`src/rtl/seg7_pkg.sv`:
```
// rtl/seg7_pkg.sv - shared constants for the seven-segment scan driver
package seg7_pkg;

  typedef logic [6:0] seg_t;

  // Segment bit positions within seg_t ({g,f,e,d,c,b,a})
  localparam int SEG_A = 0;
  localparam int SEG_B = 1;
  localparam int SEG_C = 2;
  localparam int SEG_D = 3;
  localparam int SEG_E = 4;
  localparam int SEG_F = 5;
  localparam int SEG_G = 6;

  // All segments off (active-low)
  localparam seg_t SEG_BLANK = 7'h7F;

  // Active-low digit patterns
  localparam seg_t SEG_0 = 7'b1000000;
  localparam seg_t SEG_1 = 7'b1111001;
  localparam seg_t SEG_2 = 7'b0100100;
  localparam seg_t SEG_3 = 7'b0110000;
  localparam seg_t SEG_4 = 7'b0011001;
  localparam seg_t SEG_5 = 7'b0010010;
  localparam seg_t SEG_6 = 7'b0000010;
  localparam seg_t SEG_7 = 7'b1111000;
  localparam seg_t SEG_8 = 7'b0000000;
  localparam seg_t SEG_9 = 7'b0010000;

endpackage

```
`src/rtl/seg7_decode.sv`:
```
// rtl/seg7_decode.sv - BCD code to active-low seven-segment pattern
module seg7_decode
  import seg7_pkg::*;
(
  input  logic [3:0] code,
  output logic [6:0] pattern
);

  // Pure lookup; non-BCD codes 10..15 render as a blank digit
  always_comb begin
    case (code)
      4'd0:    pattern = SEG_0;
      4'd1:    pattern = SEG_1;
      4'd2:    pattern = SEG_2;
      4'd3:    pattern = SEG_3;
      4'd4:    pattern = SEG_4;
      4'd5:    pattern = SEG_5;
      4'd6:    pattern = SEG_6;
      4'd7:    pattern = SEG_7;
      4'd8:    pattern = SEG_8;
      4'd9:    pattern = SEG_9;
      default: pattern = SEG_BLANK;
    endcase
  end

endmodule

```
`src/rtl/seg7_scan_mux.sv`:
```
// rtl/seg7_scan_mux.sv - multi-digit seven-segment scan driver; SEG7_LZB_EN enables leading-zero blanking
module seg7_scan_mux
  import seg7_pkg::*;
#(
  parameter int DIGITS    = 4,
  parameter int SCAN_DIV  = 50000,
  parameter int BLANK_CYC = 1
) (
  input  logic                  clk,
  input  logic                  reset,
  input  logic [4*DIGITS-1:0]   digits_in,
  input  logic [DIGITS-1:0]     dp_in,
  input  logic                  load,
  output logic [6:0]            seg,
  output logic                  dp,
  output logic [DIGITS-1:0]     an
);

  localparam int PW = $clog2(SCAN_DIV);
  localparam int IW = (DIGITS > 1) ? $clog2(DIGITS) : 1;
  localparam logic [PW-1:0] PRE_LAST  = PW'(SCAN_DIV - 1);
  localparam logic [PW-1:0] BLANK_LIM = PW'(BLANK_CYC);
  localparam logic [IW-1:0] IDX_LAST  = IW'(DIGITS - 1);

  logic [PW-1:0]       pre;
  logic [IW-1:0]       idx;
  logic [4*DIGITS-1:0] shadow_digits;
  logic [DIGITS-1:0]   shadow_dp;
  logic [DIGITS-1:0]   lz_mask;
  logic [DIGITS-1:0]   an_next;
  logic [3:0]          sel_code;
  logic                sel_dp;
  logic                sel_lz;
  logic [6:0]          dec_pattern;
  logic                in_blank;

  // Shadow register: holds the displayed value between loads
  always_ff @(posedge clk or posedge reset) begin
    if (reset) begin
      shadow_digits <= '0;
      shadow_dp     <= '0;
    end else if (load) begin
      shadow_digits <= digits_in;
      shadow_dp     <= dp_in;
    end
  end

  // Prescaler and digit index; idx steps on the last cycle of each slot
  always_ff @(posedge clk or posedge reset) begin
    if (reset) begin
      pre <= '0;
      idx <= '0;
    end else if (pre == PRE_LAST) begin
      pre <= '0;
      idx <= (idx == IDX_LAST) ? '0 : idx + 1'b1;
    end else begin
      pre <= pre + 1'b1;
    end
  end

`ifdef SEG7_LZB_EN
  // Digit k>0 blanks when it and every higher digit are zero
  always_comb begin
    logic zero_run;
    lz_mask  = '0;
    zero_run = 1'b1;
    for (int k = DIGITS - 1; k >= 1; k--) begin
      zero_run   = zero_run && (shadow_digits[4*k +: 4] == 4'd0);
      lz_mask[k] = zero_run;
    end
  end
`else
  // Every digit is always decoded
  always_comb lz_mask = '0;
`endif

  // Pick the active digit's code, decimal point and blanking flag
  always_comb begin
    sel_code = 4'd0;
    sel_dp   = 1'b0;
    sel_lz   = 1'b0;
    for (int k = 0; k < DIGITS; k++) begin
      if (idx == IW'(k)) begin
        sel_code = shadow_digits[4*k +: 4];
        sel_dp   = shadow_dp[k];
        sel_lz   = lz_mask[k];
      end
    end
    an_next  = ~(DIGITS'(1) << idx);
    in_blank = (pre < BLANK_LIM);
  end

  seg7_decode u_decode (
    .code    (sel_code),
    .pattern (dec_pattern)
  );

  // Registered pin drivers; anti-ghost window turns everything off
  always_ff @(posedge clk or posedge reset) begin
    if (reset) begin
      seg <= SEG_BLANK;
      dp  <= 1'b1;
      an  <= '1;
    end else if (in_blank) begin
      seg <= SEG_BLANK;
      dp  <= 1'b1;
      an  <= '1;
    end else begin
      seg <= sel_lz ? SEG_BLANK : dec_pattern;
      dp  <= ~sel_dp;
      an  <= an_next;
    end
  end

endmodule

```
`config.mk`:
```
export PLATFORM = sky130hd
export DESIGN_NAME = seg7_scan_mux
export DESIGN_NICKNAME = d
export VERILOG_FILES = /design/src/rtl/seg7_pkg.sv /design/src/rtl/seg7_decode.sv /design/src/rtl/seg7_scan_mux.sv
export SDC_FILE = /design/constraint.sdc
export NUM_CORES = 1
export LEC_CHECK = 0
export CAP_MARGIN = 25
export CELL_PAD_IN_SITES_DETAIL_PLACEMENT = 1
export CELL_PAD_IN_SITES_GLOBAL_PLACEMENT = 2
export CORE_ASPECT_RATIO = 1.2
export CORE_UTILIZATION = 32
export DETAILED_ROUTE_END_ITERATION = 7
export GPL_ROUTABILITY_DRIVEN = 0
export GPL_TIMING_DRIVEN = 0
export PLACE_DENSITY_LB_ADDON = 0.1
export SETUP_SLACK_MARGIN = 0.05
export SYNTH_ARGS = -nofsm -noshare
export SYNTH_HDL_FRONTEND = slang
export SYNTH_HIERARCHICAL = 1
export SYNTH_SLANG_ARGS = --single-unit
```
`constraint.sdc`:
```
create_clock -name clk -period 2.55 [get_ports clk]
set_clock_uncertainty 0.1 [all_clocks]
set_input_delay 0.255 -clock clk [delete_from_list [all_inputs] [get_ports clk]]
set_output_delay 0.255 -clock clk [all_outputs]
set_load 0.005 [all_outputs]
```
==> flow_summary.yaml <==
floorplanning:
  dieArea_um2: 7919
  coreArea_um2: 7274
  rows: 34
  start_util_pct: 33.28
  num_io_pins: 35
  die_w_um: 81.41
  dieHeight_um: 97.29
power_and_ir_drop:
  power_frac_seq_pct: 51.6
  p_per_area_nw_per_um2: 541.0
  power_leakage_uw: 0.001342
  p_int_uw: 1302
  pwr-share-clk_pct: 34.2
  p_sw_share_pct: 23.97
  switching_power_uw: 410.6
  p_comb_share_pct: 14.2
  vdd_drop_max_v: 0.0002087
synth:
  syn_avg_cell_area_um2: 11.42
  yosysWarnings: 6
  yosysSeqAreaShare_pct: 52.30
  synth_edf_count: 0
  ys_types: 32
  synthesis.instances: 212
  synth_nets: 246
  netlist_area_um2: 2421
  ys.flop_type: "dfrtp_1"
  synth_async_sr_flop_share_pct: 100.0
  synth-seq-cells: 50
clocking:
  clkTransAtPathRegs_ps: 100
  clk_root_buffer_cell: "clkbuf_8"
  cts_sinks: 50
  cts_tree: "done"
  cts_made_buffers: 5
  cts_buffer_depth: 2
  clk_latency_ps: 310
  holdBufCountCts: 0
  h-tree-depth: 2
cells_and_area:
  num_antenna_cells: 0
  drive_gt1_share_pct: 28.35
  nNetsFinal: 294
  area_growth_pct: 30.75
  post-route-util_pct: 43.52
  stdcell_count: 351
  final_cell_mix: "37 x dfrtp_1, 33 x clkdlybuf4s50_1, 21 x mux2_2, 20 x nand2_1, 13 x nor2_1"
  final_common_cell: "dfrtp_1"
grt:
  grt_pass1_wl_mm: 8.859
  grt_util_all_layers_pct: 14.86
  antenna_found_initial: 0
  grt_max_degree: 37
  grt_overflow: 0
  grt_pass1_vias: 1772
job:
  cap_violations: 0
critical_path:
  path_cells: "buf_4 > ha_4 > buf_12 > a221oi_2 > o31ai_2 > buf_4 > ha_1 > or2_1 > a21oi_2 > nor2_1 > nand2b_1"
  start_kind: "flip-flop"
  worstPathArrival_ps: 2540
  cp-startpoint: "idx[0]"
  cp.required_ps: 2680
  max_stage_delay_ps: 450
  critPathCaptureType: "flip-flop"
  cpMostUsedCell: "buf_4"
  path_delay_family: "compound AO/OA/AOI/OAI gates"
  cp_slowest_cell: "dfrtp_2"
  worstSetupPathType: "reg2reg"
  r2r_start: "idx[0]"
  cp_num_buf_inv: 3
  cp_max_fo: 5
sta:
  slew_headroom_pct: 63.27
  grt_setup_unrepaired: "false"
  fin_crit_sh_pct: 94.43
  hold_violations: 0
  setup_violations: 0
  slew_violations: 0
  maxClockFrequency_ghz: 0.4153
  tightest_slew_ps: 550.9
  period_needed_ps: 2408
route:
  viasPerCell: 4.818
  drtIter0Drc: 79
  drc_errors: 0
  wl_per_cell_um: 15.22
  ant_nets: 0
  vias: 1691
  firstDrtPassIters: 4
  drt-total-wl_mm: 5.342
placed_design:
  io_buffers: 33
  placed_cells: 336
  dpl.hpwl_mm: 3.712
hold_path:
  hold_class: "in2async"
outcome:
  status: "finished, final reports clean"
## final cells by class
cell class,count,area (µm²)
buffer,7,43.79
clock buffer,5,68.82
clock inverter,3,47.55
fill,786,4109
inverter,10,37.54
multi-input combinational,144,1165
sequential,50,1267
tap,90,112.6
timing repair buffer,42,422.9
## metrics by stage
step | power (µW) | instance area [µm²] | hold slack (ps) | worst slack [ps] | TNS (ps)
after floorplan | 1012 | 2426 | 306.7 | 85.98 | 0
after global placement | 1116 | 2869 | 391.8 | -479.3 | -3627
after detailed placement | 1124 | 2889 | 396.1 | -422.6 | -2421
after CTS | 1737 | 3060 | 115.1 | 28.89 | 0
after global routing | 1803 | 3166 | 118.9 | 14.98 | 0
final | 1712 | 3166 | 115.3 | 142.0 | 0
## metal layers
| layer | vias to the layer above | track usage (%) | part of all wire (%) |
|---|---|---|---|
| met2 | 24 | 24.17 | 53 |
| li1 | 821 | - | - |
| met5 | - | 0 | 0 |
| met3 | 6 | 3.099 | 2.7 |
| met1 | 840 | 19.03 | 43 |
| met4 | 0 | 5.357 | 1.5 |
## cells in the mapped netlist (all sizes together) (3+ instances only)
cell type | number | area [µm²]
nand3 | 5 | 25.02
dfrtp | 38 | 950.9
nand2b | 9 | 56.30
o31ai | 4 | 30.03
mux2 | 22 | 251.5
nand4 | 7 | 43.79
buf | 3 | 27.52
dfstp | 12 | 315.3
o21ai | 7 | 35.03
xor2 | 6 | 52.55
ha | 11 | 137.6
xnor2 | 7 | 61.31
nand2 | 21 | 81.33
nor2b | 6 | 37.54
nor4 | 4 | 55.05
a21oi | 6 | 30.03
inv | 10 | 37.54
clkbuf | 5 | 18.77
nor3 | 6 | 41.29
a221oi | 4 | 35.03
nor2 | 13 | 48.80
## worst reg2reg max path, cell delays in order, from the launching register on
cell	delay [ps]
dfrtp_2	450
buf_4	150
ha_4	180
buf_12	130
a221oi_2	290
o31ai_2	120
buf_4	160
ha_1	180
or2_1	230
a21oi_2	140
nor2_1	50
nand2b_1	140
## sequential cells by signal, summed over array words and instances (netlist names)
name           count
pre               16
shadow_digits     16
seg                7
an                 4
shadow_dp          4
idx                2
dp                 1
## power groups by stage
stage	clock (µW)	sequential (µW)	combinational [µW]
2_1_floorplan	0	894	118
3_3_place_gp	0	895	221
3_5_place_dp	0	897	227
4_1_cts	615	883	239
5_1_grt	642	890	271
6_report	586	883	244
## timing repair
item / CTS / global route
buffers inserted: 3 / 5
pin swaps: 3 / 2
resized for setup: 7 / 12
setup endpoints to repair: 7 / 7
## kinds of logic after synthesis
logic type                 synth area share, %
DFF                                      52.30
AOI/OAI and AO/OA                        5.736
buffers and inverters                    3.463
xor gates and xnor gates                 4.703
and+or+nand+nor                          17.31
muxes                                    10.80
adders and majority gates                5.685
## final timing paths
check                               endpoint  slack, ps  cells after the start
min reg2reg                           pre[0]        410                      1
min in group clk                shadow_dp[3]        410                      2
min                        shadow_digits[15]        120                      2
max reg2reg                           seg[3]        140                     11
max                                   seg[3]        140                     11
max in group asynchronous              an[1]       1670                      3
No activity file was read; power rests on OpenSTA's default activity.
